==> config.mk <==
export PLATFORM = sky130hd
export DESIGN_NAME = cmp2_bist_ctrl
export DESIGN_NICKNAME = d
export VERILOG_FILES = /design/src/rtl/cmp2_pkg.sv /design/src/rtl/cmp2_bist_scoreboard.sv /design/src/rtl/cmp2_bist_ctrl.sv
export SDC_FILE = /design/constraint.sdc
export NUM_CORES = 1
export LEC_CHECK = 0
export ABC_AREA = 1
export BUFFER_PORTS_ARGS = -buffer_cell sky130_fd_sc_hd__buf_2
export CAP_MARGIN = 5
export CORE_ASPECT_RATIO = 1.25
export CORE_MARGIN = 10
export CORE_UTILIZATION = 39
export DETAILED_ROUTE_END_ITERATION = 6
export HOLD_SLACK_MARGIN = 0.15
export MAX_ROUTING_LAYER = met4
export SLEW_MARGIN = 20
export SYNTH_ARGS = -nofsm -noshare
export SYNTH_HDL_FRONTEND = slang
export SYNTH_SLANG_ARGS = --single-unit
==> constraint.sdc <==
create_clock -name clk -period 1.9 [get_ports clk]
set_input_delay 0.285 -clock clk [delete_from_list [all_inputs] [get_ports clk]]
set_output_delay 0.285 -clock clk [all_outputs]
set_load 0.02 [all_outputs]
==> src/rtl/cmp2_pkg.sv <==
// Shared types and reference function for the 2-bit comparator self-test.
package cmp2_pkg;

    localparam int unsigned CMP_MAX_W = 16;

    typedef enum logic [1:0] {
        ST_IDLE   = 2'd0,
        ST_SETTLE = 2'd1,
        ST_CHECK  = 2'd2,
        ST_DONE   = 2'd3
    } state_t;

    // Expected {gt,eq,lt} for an unsigned compare of a against b.
    function automatic logic [2:0] cmp_ref(input logic [CMP_MAX_W-1:0] a,
                                           input logic [CMP_MAX_W-1:0] b);
        return {a > b, a == b, a < b};
    endfunction

endpackage

==> src/rtl/cmp2_bist_scoreboard.sv <==
// Result checker: flags mismatching vectors, counts them and latches the first one.
module cmp2_bist_scoreboard
    import cmp2_pkg::*;
#(
    parameter int unsigned WIDTH = 2
) (
    input  logic               clk,
    input  logic               rst,
    input  logic               clear,
    input  logic               check_en,
    input  logic               finish,
    input  logic [WIDTH-1:0]   a,
    input  logic [WIDTH-1:0]   b,
    input  logic               dut_gt,
    input  logic               dut_eq,
    input  logic               dut_lt,
    output logic [2*WIDTH:0]   fail_count,
    output logic [WIDTH-1:0]   first_fail_a,
    output logic [WIDTH-1:0]   first_fail_b,
    output logic               pass
);

    localparam int unsigned VEC_W = 2 * WIDTH;
    localparam int unsigned FC_W  = VEC_W + 1;
    localparam logic [FC_W-1:0] FAIL_MAX = FC_W'(1 << VEC_W);

    logic fail_c;

    always_comb begin
        fail_c = check_en &&
                 ({dut_gt, dut_eq, dut_lt} != cmp_ref(CMP_MAX_W'(a), CMP_MAX_W'(b)));
    end

    always_ff @(posedge clk) begin
        if (rst || clear) begin
            fail_count   <= '0;
            first_fail_a <= '0;
            first_fail_b <= '0;
            pass         <= 1'b0;
        end else begin
            if (fail_c) begin
                if (fail_count != FAIL_MAX) begin
                    fail_count <= fail_count + FC_W'(1);
                end
                if (fail_count == '0) begin
                    first_fail_a <= a;
                    first_fail_b <= b;
                end
            end
            // Last vector is checked on the same edge that enters DONE.
            if (finish) begin
                pass <= (fail_count == '0) && !fail_c;
            end
        end
    end

endmodule

==> src/rtl/cmp2_bist_ctrl.sv <==
// Exhaustive self-test driver for the 2-bit comparator: sequences operands,
// waits a settle window, and hands each result to the scoreboard.
module cmp2_bist_ctrl
    import cmp2_pkg::*;
#(
    parameter int unsigned WIDTH         = 2,
    parameter int unsigned SETTLE_CYCLES = 2
) (
    input  logic               clk,
    input  logic               rst,
    input  logic               start,
    output logic [WIDTH-1:0]   a_out,
    output logic [WIDTH-1:0]   b_out,
    input  logic               dut_gt,
    input  logic               dut_eq,
    input  logic               dut_lt,
    output logic               busy,
    output logic               done,
    output logic               pass,
    output logic [2*WIDTH:0]   fail_count,
    output logic [WIDTH-1:0]   first_fail_a,
    output logic [WIDTH-1:0]   first_fail_b
);

    localparam int unsigned VEC_W = 2 * WIDTH;
    localparam int unsigned CNT_W = (SETTLE_CYCLES < 1) ? 1 : $clog2(SETTLE_CYCLES + 1);

    state_t            state, state_nxt;
    logic [VEC_W-1:0]  vec;
    logic [CNT_W-1:0]  settle_cnt;
    logic              start_run_c;
    logic              step_c;
    logic              check_c;
    logic              finish_c;

    always_ff @(posedge clk) begin
        if (rst) begin
            state <= ST_IDLE;
        end else begin
            state <= state_nxt;
        end
    end

    always_comb begin
        state_nxt   = state;
        start_run_c = 1'b0;
        step_c      = 1'b0;
        check_c     = 1'b0;
        finish_c    = 1'b0;
        case (state)
            ST_IDLE, ST_DONE: begin
                if (start) begin
                    start_run_c = 1'b1;
                    state_nxt   = ST_SETTLE;
                end
            end
            ST_SETTLE: begin
                if (settle_cnt == CNT_W'(1)) begin
                    state_nxt = ST_CHECK;
                end
            end
            ST_CHECK: begin
                check_c = 1'b1;
                if (vec == '1) begin
                    finish_c  = 1'b1;
                    state_nxt = ST_DONE;
                end else begin
                    step_c    = 1'b1;
                    state_nxt = ST_SETTLE;
                end
            end
            default: state_nxt = ST_IDLE;
        endcase
    end

    // Operands only move on the edge entering SETTLE; a is the outer loop.
    always_ff @(posedge clk) begin
        if (rst) begin
            vec        <= '0;
            settle_cnt <= '0;
            a_out      <= '0;
            b_out      <= '0;
            busy       <= 1'b0;
            done       <= 1'b0;
        end else begin
            if (start_run_c) begin
                vec            <= '0;
                settle_cnt     <= CNT_W'(SETTLE_CYCLES);
                {a_out, b_out} <= '0;
            end else if (step_c) begin
                vec            <= vec + VEC_W'(1);
                settle_cnt     <= CNT_W'(SETTLE_CYCLES);
                {a_out, b_out} <= vec + VEC_W'(1);
            end else if (state == ST_SETTLE) begin
                settle_cnt <= settle_cnt - CNT_W'(1);
            end
            busy <= (state_nxt == ST_SETTLE) || (state_nxt == ST_CHECK);
            done <= (state_nxt == ST_DONE);
        end
    end

    cmp2_bist_scoreboard #(
        .WIDTH (WIDTH)
    ) u_scoreboard (
        .clk          (clk),
        .rst          (rst),
        .clear        (start_run_c),
        .check_en     (check_c),
        .finish       (finish_c),
        .a            (a_out),
        .b            (b_out),
        .dut_gt       (dut_gt),
        .dut_eq       (dut_eq),
        .dut_lt       (dut_lt),
        .fail_count   (fail_count),
        .first_fail_a (first_fail_a),
        .first_fail_b (first_fail_b),
        .pass         (pass)
    );

endmodule
# --- Word level (Yosys, flattened, before mapping) ---
# Index checks and enable logic that the tools add are counted.
word_totals:
  input_bits: 6
  word_cells: 55
  out_inout_bits: 16
  reg_bits: 24
classes:
  n_lt_le_gt_ge: 2
  add_sub_neg: 3
  n_eq_ne: 11
  muxes: 14
  reduce_logical: 13
op_table:
  columns: ["op", "n"]
  rows:
  - ["two-way mux 2 bit", 6]
  - ["equality test 2 bit (second input constant)", 4]
  - ["two-way mux 1 bit", 7]
  - ["equality test 2 x 1 -> 1 bit (second input constant)", 3]
  - ["case mux 2 bit (3 select lines)", 1]
  - ["adder 5 x 1 -> 5 bit (second input constant)", 1]
  - ["logical NOT 5 bit", 1]
  - ["inequality test 5 bit (second input constant)", 1]
  - ["adder 4 x 1 -> 4 bit (second input constant)", 1]
  - ["equality test 4 bit (second input constant)", 1]
  - ["AND reduction 2 bit", 2]
  - ["OR reduction 2 bit", 2]
  - ["inequality test 3 bit", 1]
  - ["nonzero test 3 bit", 1]
  - ["OR reduction 3 bit", 1]
  - ["equality test 2 bit", 1]
  - ["> comparator 2 bit", 1]
  - ["logical AND 1 bit", 2]
  - ["logical NOT 2 bit", 1]
  - ["logical OR 1 bit", 2]
  - ["less-than comparator 2 bit", 1]
  - ["subtractor 2 x 1 -> 2 bit (second input constant)", 1]
  - ["logical NOT 1 bit", 1]

# --- Logic depth before layout (Yosys ltp) ---
# Gate-level depths: netlist of run 1.
depth:
  word_depth: 5
  depth_mapped: 14
  ltp_nobuf: 14

# --- Modules after synthesis ---
# A second synthesis of run 1 with hierarchy kept.
unflattened:
  cells_unflattened: 163
  hier_area_um2: 1153.6
modules_own_cells:
  columns: ["mod", "area_each_um2", "seq_area_each_um2", "instances", "cells_per_inst"]
  rows:
  - ["cmp2_bist_scoreboard", 633.1, 200.2, 1, 94]
  - ["cmp2_bist_ctrl", 520.5, 200.2, 1, 69]

# --- Worst setup path before layout of run 1 ---
# No wires, ideal clock.
synth_timing:
  path_type: "reg2reg"
  from: "reg, netlist name vec[1]"
  to: "reg u_scoreboard.fail_count[2]"
  n_path_buf: 1
  stages_incl_launch_ff: 13
  setup_time_ps: 66
  path_slack_ps: 162
  required_ps: 1834
  arrival_ps: 1672
  synth_period_minus_slack_ps: 1738
  cell_sequence: "dfxtp_1 > inv_1 > ha_1 > nand2_1 > nand2_2 > nand2_1 > nand2_2 > nor2_4 > nand2_4 > buf_6 > nand2_4 > nand2_2 > a21oi_2"
synth_rtl:
  columns: ["element", "line", "text"]
  rows:
  - ["end signal, assigned", "cmp2_bist_scoreboard.sv:43", "fail_count <= fail_count + FC_W'(1);"]
  - ["end, declared", "cmp2_bist_scoreboard.sv:17", "output logic [2*WIDTH:0] fail_count,"]

# --- Worst setup path in the final report of run 1 ---
layout_timing:
  from: "reg a_out[0]"
  to: "reg u_scoreboard.first_fail_a[1]"
layout_via:
  elab_chain_cells: 4
layout_rtl:
  columns: ["element", "line", "text"]
  rows:
  - ["start, declared", "cmp2_bist_ctrl.sv:12", "output logic [WIDTH-1:0] a_out,"]
  - ["start signal, assigned", "cmp2_bist_ctrl.sv:93", "{a_out, b_out} <= vec + VEC_W'(1);"]
  - ["less-than comparator 2 bit, or another cell as far along", "cmp2_pkg.sv:16", "return {a > b, a == b, a < b};"]
  - ["inequality test 3 bit *", "cmp2_bist_scoreboard.sv:31", "({dut_gt, dut_eq, dut_lt} != cmp_ref(CMP_MAX_W'(a), CMP_MAX_W'(b)));"]
  - ["logical AND 1 bit *", "cmp2_bist_scoreboard.sv:30", "fail_c = check_en &&"]
  - ["AND reduction 2 bit (no source line) *", null, null]
  - ["end signal, assigned", "cmp2_bist_scoreboard.sv:37", "first_fail_a <= '0;"]
  - ["end signal, assigned", "cmp2_bist_scoreboard.sv:46", "first_fail_a <= a;"]
  - ["end, declared", "cmp2_bist_scoreboard.sv:18", "output logic [WIDTH-1:0] first_fail_a,"]
# Every way passes the cells marked *; elsewhere a longest branch is shown, timed or not.
# A chain may end at the register's enable or synchronous reset.

==> results of run 1 <==
==> layout make-up <==
class	instances	share of cell area
flip-flops and latches	20	0.2920
inverters	35	0.09494
repair buffers	24	0.09222
clock inverters	1	0.02170
well taps	36	0.03255
clock buffers	3	0.01627
multi-input cells	106	0.4503
==> timing repair <==
item,4_1_cts,5_1_grt
hold buffers,0,0
setup endpoints to repair,0,8
resized for setup,0,3
==> logic make-up (layout without fill, tap and decap cells) <==
| logic type | after synthesis | after routing | share of synthesized area |
|---|---|---|---|
| flip-flops | 20 | 20 | 0.3386 |
| AO/OA/AOI/OAI | 15 | 15 | 0.07514 |
| buffers and inverters | 39 | 63 | 0.1344 |
| XOR/XNOR | 3 | 3 | 0.02858 |
| adder cells (fa/ha/maj) | 9 | 9 | 0.09524 |
| AND/OR/NAND/NOR | 79 | 79 | 0.3280 |
==> worst min-delay path by stage <==
stage | cells past startpoint | endpoint | from | slack [ns]
2_1_floorplan | 1 | settle_cnt[1] | rst | 0.35
3_3_place_gp | 2 | u_scoreboard.pass | u_scoreboard.pass | 0.46
3_5_place_dp | 2 | u_scoreboard.pass | u_scoreboard.pass | 0.46
4_1_cts | 2 | busy | rst | 0.18
5_1_grt | 2 | state[0] | rst | 0.21
6_report | 2 | busy | rst | 0.19
==> per-layer routing <==
metal,GRT usage,up-vias
met5,-,-
met4,0.04839,0
met3,0.01809,4
met2,0.1941,15
met1,0.1026,502
li1,-,573
==> registers in the layout, indices dropped and copies added (netlist names) <==
name	cells
b_out	1
state	2
a_out	2
u_scoreboard.fail_count	5
u_scoreboard.pass	1
u_scoreboard.first_fail_b	2
done	1
busy	1
u_scoreboard.first_fail_a	2
settle_cnt	2
vec	1
==> power by group through the flow <==
stage / clock network, uW / logic [uW] / registers (uW)
after global routing: 380 / 140 / 441
after CTS: 366 / 124 / 439
after floorplan: 0 / 88.3 / 453
after global placement: 0 / 119 / 448
final: 359 / 122 / 439
after detailed placement: 0 / 123 / 448
==> stage by stage <==
step	std cells	instance area (um2)	power, uW	hold slack [ns]	setup slack, ns
3_5_place_dp	221	1328	571.5	0.4555	0.1292
3_3_place_gp	221	1328	566.5	0.4596	0.1821
4_1_cts	225	1380	928.6	0.1827	0.09870
5_1_grt	225	1384	960.8	0.2096	0.006908
2_1_floorplan	165	1182	541.2	0.3544	0.1622
6_report	225	1384	919.4	0.1931	0.2376
==> cell usage after synthesis <==
cell / n / share of area
o22ai_1: 1 / 0.0053
nor3_1: 3 / 0.013
inv_2: 1 / 0.0032
nand3_1: 7 / 0.030
nand2_2: 4 / 0.021
a21oi_2: 1 / 0.0074
nor3b_1: 1 / 0.0064
nand4_1: 12 / 0.063
clkbuf_1: 1 / 0.0032
a31oi_1: 2 / 0.011
nand2_1: 27 / 0.086
nand3b_1: 1 / 0.0064
o221ai_1: 1 / 0.0074
xnor2_1: 1 / 0.0074
inv_1: 34 / 0.11
a211oi_1: 1 / 0.0064
ha_1: 9 / 0.095
nand3_2: 1 / 0.0085
nor2_1: 19 / 0.060
nor2b_1: 1 / 0.0053
dfxtp_1: 20 / 0.34
xor2_1: 1 / 0.0074
o21ai_0: 3 / 0.013
xnor2_2: 1 / 0.014
nand2_4: 2 / 0.019
buf_6: 1 / 0.0095
a21oi_1: 6 / 0.025
buf_2: 1 / 0.0042
buf_4: 1 / 0.0064
nor2_4: 1 / 0.0095
==> flow_summary.yaml, run 1 <==
status:
  outcome: "completed"
timing:
  fin_crit_ns: 1.662
  hold_violations: 0
  max_freq_mhz: 601.5
  rsz0062_at_grt: "no"
  slew_violations: 0
  fin_tns_setup_ns: 0
  setup_viol: 0
  post-route-period-util: 0.8749
  finClkSkew_ns: 0.01531
  tightestPinTransition_ns: 0.3332
  slew_headroom: 0.7771
layout:
  antennaDiodeCount: 0
  area_delta_synth_final_pct: 17.04
  final_util: 0.4743
  final_nets: 205
  drive_gt1_frac: 0.2222
  fillCellCount: 306
  multiInputGateArea_um2: 623.1
  seq_area_um2: 404.1
  final_common_cell: "inv_1"
  mostFrequentLayoutCells: "inv_1 (34), nand2_1 (27), buf_2 (21)"
power:
  seqPwrFrac: 0.477
  switchingPower_uw: 226.0
  power.density_nw_per_um2: 664.4
  switching_share: 0.2458
  pwr-share-clk: 0.390
  ir_drop_mv: 0.3166
  leakagePower_uw: 0.0006572
  p_int_uw: 693.4
  share_comb_of_total_power: 0.133
detailed_routing:
  wl_met2_um: 1351
  wl_met3_um: 75
  postRouteAntennaNets: 0
  wl_met1_um: 1141
  drc_errors: 0
  vias: 1094
  drtIter0Drc: 41
  wl_um: 2610
  top_layer: "met4"
  post_drt_wl_per_cell_um: 11.60
  via_per_inst: 4.862
  first_pass_iters: 4
worst_setup_path:
  rr_worst_depth: 10
  cpMaxStageDelayCell: "dfxtp_2"
  crit_path_end: "u_scoreboard.first_fail_a[1]"
  reg2reg_to: "u_scoreboard.first_fail_a[1]"
  worst_r2r_startpoint: "a_out[0]"
  critPathMaxFanout: 14
  crit_top_cell: "inv_1"
  worstPathArrival_ns: 1.93
  max_stage_delay_ns: 0.43
  cp.depth: 10
  crit_type: "reg -> reg"
  path_buf_inv: 2
  critPathRequiredTime_ns: 2.17
  crit_family: "simple AND/OR/NAND/NOR gates"
  cp-end-kind: "flip-flop"
  startpoint_type: "flip-flop"
  reg2reg_slack_ns: 0.24
  critPathLaunch: "a_out[0]"
  crit_chain: "inv_1, ha_1, nand2_2, xnor2_2, nor2_4, nand2_4, nand3_2, nand2_1, inv_1, nor2_1"
synthesis:
  synthesis.nets: 180
  synth.distinct_cells: 30
  yosysWarningCount: 0
  avgSynthCellArea_um2: 7.166
  netlist_instances: 165
  synth-seq-cells: 20
  synth_seq_area_share: 0.3386
  syn_area_um2: 1182
clock_network:
  clock_latency_ns: 0.32
  cts.path.max_buffers: 2
  clock-sinks: 20
  cts_buffers: 3
  htreeDepth: 1
  clk_pin_slew_ns: 0.13
  cts_tree: "done"
  cts-root-buf: "clkbuf_4"
  cts_setup_buffers: 0
floorplanning:
  dieHeight_um: 81.56
  pin_count: 22
  initial_core_util: 0.4052
  die_w_um: 69.25
  die_area_um2: 5648
  row_count: 22
  design.core.area_um2: 2918
grt:
  grt_first_pass_wirelength_um: 4795
  grt_pass1_vias: 1115
  grt_max_degree: 15
  grt_antenna_before_repair: 0
  grt_overflow_total: 0
  grt.total_usage: 0.1034
flow_run:
  drv_cap: 0
place:
  place_congestion: 0.8627
  place_hpwl_um: 2124
  port_buffers: 21
hold_path:
  holdCritPathClass: "in -> reg"
Power figures use the tool's default switching activity.
==> run 2, diff against run 1 <==
--- a/config.mk
+++ b/config.mk
@@ -14,6 +14,7 @@
 export DETAILED_ROUTE_END_ITERATION = 6
 export HOLD_SLACK_MARGIN = 0.15
 export MAX_ROUTING_LAYER = met4
+export PLACE_DENSITY = 0.65
 export SLEW_MARGIN = 20
 export SYNTH_ARGS = -nofsm -noshare
 export SYNTH_HDL_FRONTEND = slang
==> run 2 against run 1 <==
Effect of this change:
- fmax down 2.6%
- sequential power is essentially flat
- register-to-register slack worse by 0.05 ns
- critical path depth increased by 2
- clock power shrank 3%
- worst setup slack worse by 0.045 ns
- worst hold slack better by 0.022 ns
- die area is the same
- highest routed layer unchanged
==> flow_summary.yaml, run 2 (synthesis gave the netlist of run 1 again) <==
floorplanning:
  row_count: 22
  dieHeight_um: 81.56
  die_area_um2: 5648
  die_w_um: 69.25
  design.core.area_um2: 2918
  initial_core_util: 0.4052
  pin_count: 22
timing:
  slew_headroom: 0.7823
  setup_viol: 0
  tightestPinTransition_ns: 0.3254
  fin_tns_setup_ns: 0
  post-route-period-util: 0.8987
  finClkSkew_ns: 0.006647
  rsz0062_at_grt: "no"
  max_freq_mhz: 585.7
  hold_slack_ns: 0.2149
  slew_violations: 0
  fin_crit_ns: 1.707
  hold_violations: 0
power:
  seqPwrFrac: 0.482
  power.density_nw_per_um2: 658.4
  ir_drop_mv: 0.2983
  p_int_uw: 693.0
  leakagePower_uw: 0.0006567
  switchingPower_uw: 217.3
  switching_share: 0.2387
  share_comb_of_total_power: 0.135
  pwr-share-clk: 0.383
  p_total_uw: 910.3
place:
  place_congestion: 0.8718
  port_buffers: 21
  placed_cells: 221
  place_hpwl_um: 2086
detailed_routing:
  drtIter0Drc: 30
  via_per_inst: 4.929
  post_drt_wl_per_cell_um: 11.58
  vias: 1109
  first_pass_iters: 4
  drc_errors: 0
  wl_um: 2605
  postRouteAntennaNets: 0
worst_setup_path:
  cp-end-kind: "flip-flop"
  startpoint_type: "flip-flop"
  critPathMaxFanout: 14
  worstPathArrival_ns: 1.95
  critPathRequiredTime_ns: 2.15
  rr_worst_depth: 12
  crit_type: "reg -> reg"
grt:
  grt_antenna_before_repair: 0
  grt_pass1_vias: 1170
  grt_max_degree: 15
  grt_first_pass_wirelength_um: 4692
  grt_overflow_total: 0
  grt.total_usage: 0.09951
status:
  outcome: "completed"
layout:
  fin_cells: 225
  final_nets: 205
  fillCellCount: 306
  final_util: 0.4738
  seq_area_um2: 402.9
  mostFrequentLayoutCells: "inv_1 (34), nand2_1 (27), buf_2 (21)"
  antennaDiodeCount: 0
  multiInputGateArea_um2: 623.1
  area_delta_synth_final_pct: 16.93
  final_common_cell: "inv_1"
  largest-register: "u_scoreboard.fail_count"
  largest_reg_flops: 5
  drive_gt1_frac: 0.2169
clock_network:
  clk_pin_slew_ns: 0.12
  cts.path.max_buffers: 2
  clock-sinks: 20
  cts_buffers: 3
  cts-root-buf: "clkbuf_4"
  clock_latency_ns: 0.30
  cts_tree: "done"
  htreeDepth: 1
hold_path:
  min_path_cells: 2
  holdCritPathClass: "in -> reg"
flow_run:
  drv_cap: 0
==> run 2: cell counts in the layout (fill, tap and decap cells not counted) <==
Identical to the previous run, type by type.
==> run 2: worst paths after layout <==
kind	start	end	slack (ns)
worst max-delay path	a_out[1]	u_scoreboard.first_fail_b[1]	0.19
worst min register to register	u_scoreboard.pass	u_scoreboard.pass	0.48
worst min-delay path	rst	done	0.21
worst max register to register	a_out[1]	u_scoreboard.first_fail_b[1]	0.19
==> run 2: area by class of cell <==
type,instances,area share
repair buffers,24,0.09231
clock buffers,3,0.01629
clock inverters,1,0.02172
inverters,35,0.09502
multi-input cells,106,0.4507
flip-flops and latches,20,0.2914
well taps,36,0.03258
==> run 2: through the flow <==
step           instance area (um2)  setup WS (ns)
2_1_floorplan                 1182         0.1622
3_3_place_gp                  1328         0.1718
3_5_place_dp                  1328         0.1256
4_1_cts                       1380        0.08553
5_1_grt                       1383       0.002220
6_report                      1383         0.1925
==> run 2: critical path, stage by stage, from the launching register on <==
cell and delay [ns]:
dfxtp_1 0.48, ha_1 0.30, nand2_1 0.11, nand2_2 0.07, nand2_1 0.05, nand2_1 0.04
nand2_1 0.07, inv_2 0.05, nand2_4 0.14, nand3_2 0.13, nand2_1 0.08, inv_1 0.04
nor2_1 0.09
==> run 2: repair_timing <==
action / CTS / global route
gates resized for setup: 0 / 2
hold buffers: 0 / 0
setup buffers: 0 / 0
setup endpoints to repair: 0 / 7
==> run 2: power groups by stage <==
stage	Combinational, uW	Sequential [uW]	Clock [uW]
2_1_floorplan	88.3	453	0
3_3_place_gp	118	448	0
3_5_place_dp	123	449	0
4_1_cts	124	439	360
5_1_grt	138	441	378
6_report	123	439	348
==> run 2: routing by layer <==
metal  vias up  global-route usage  part of all wire
li1        571                   -                 -
met1       511             0.09573              0.42
met2        21              0.1813              0.51
met3         6             0.02413             0.050
met4         0             0.05645             0.022
met5         -                   -                 0
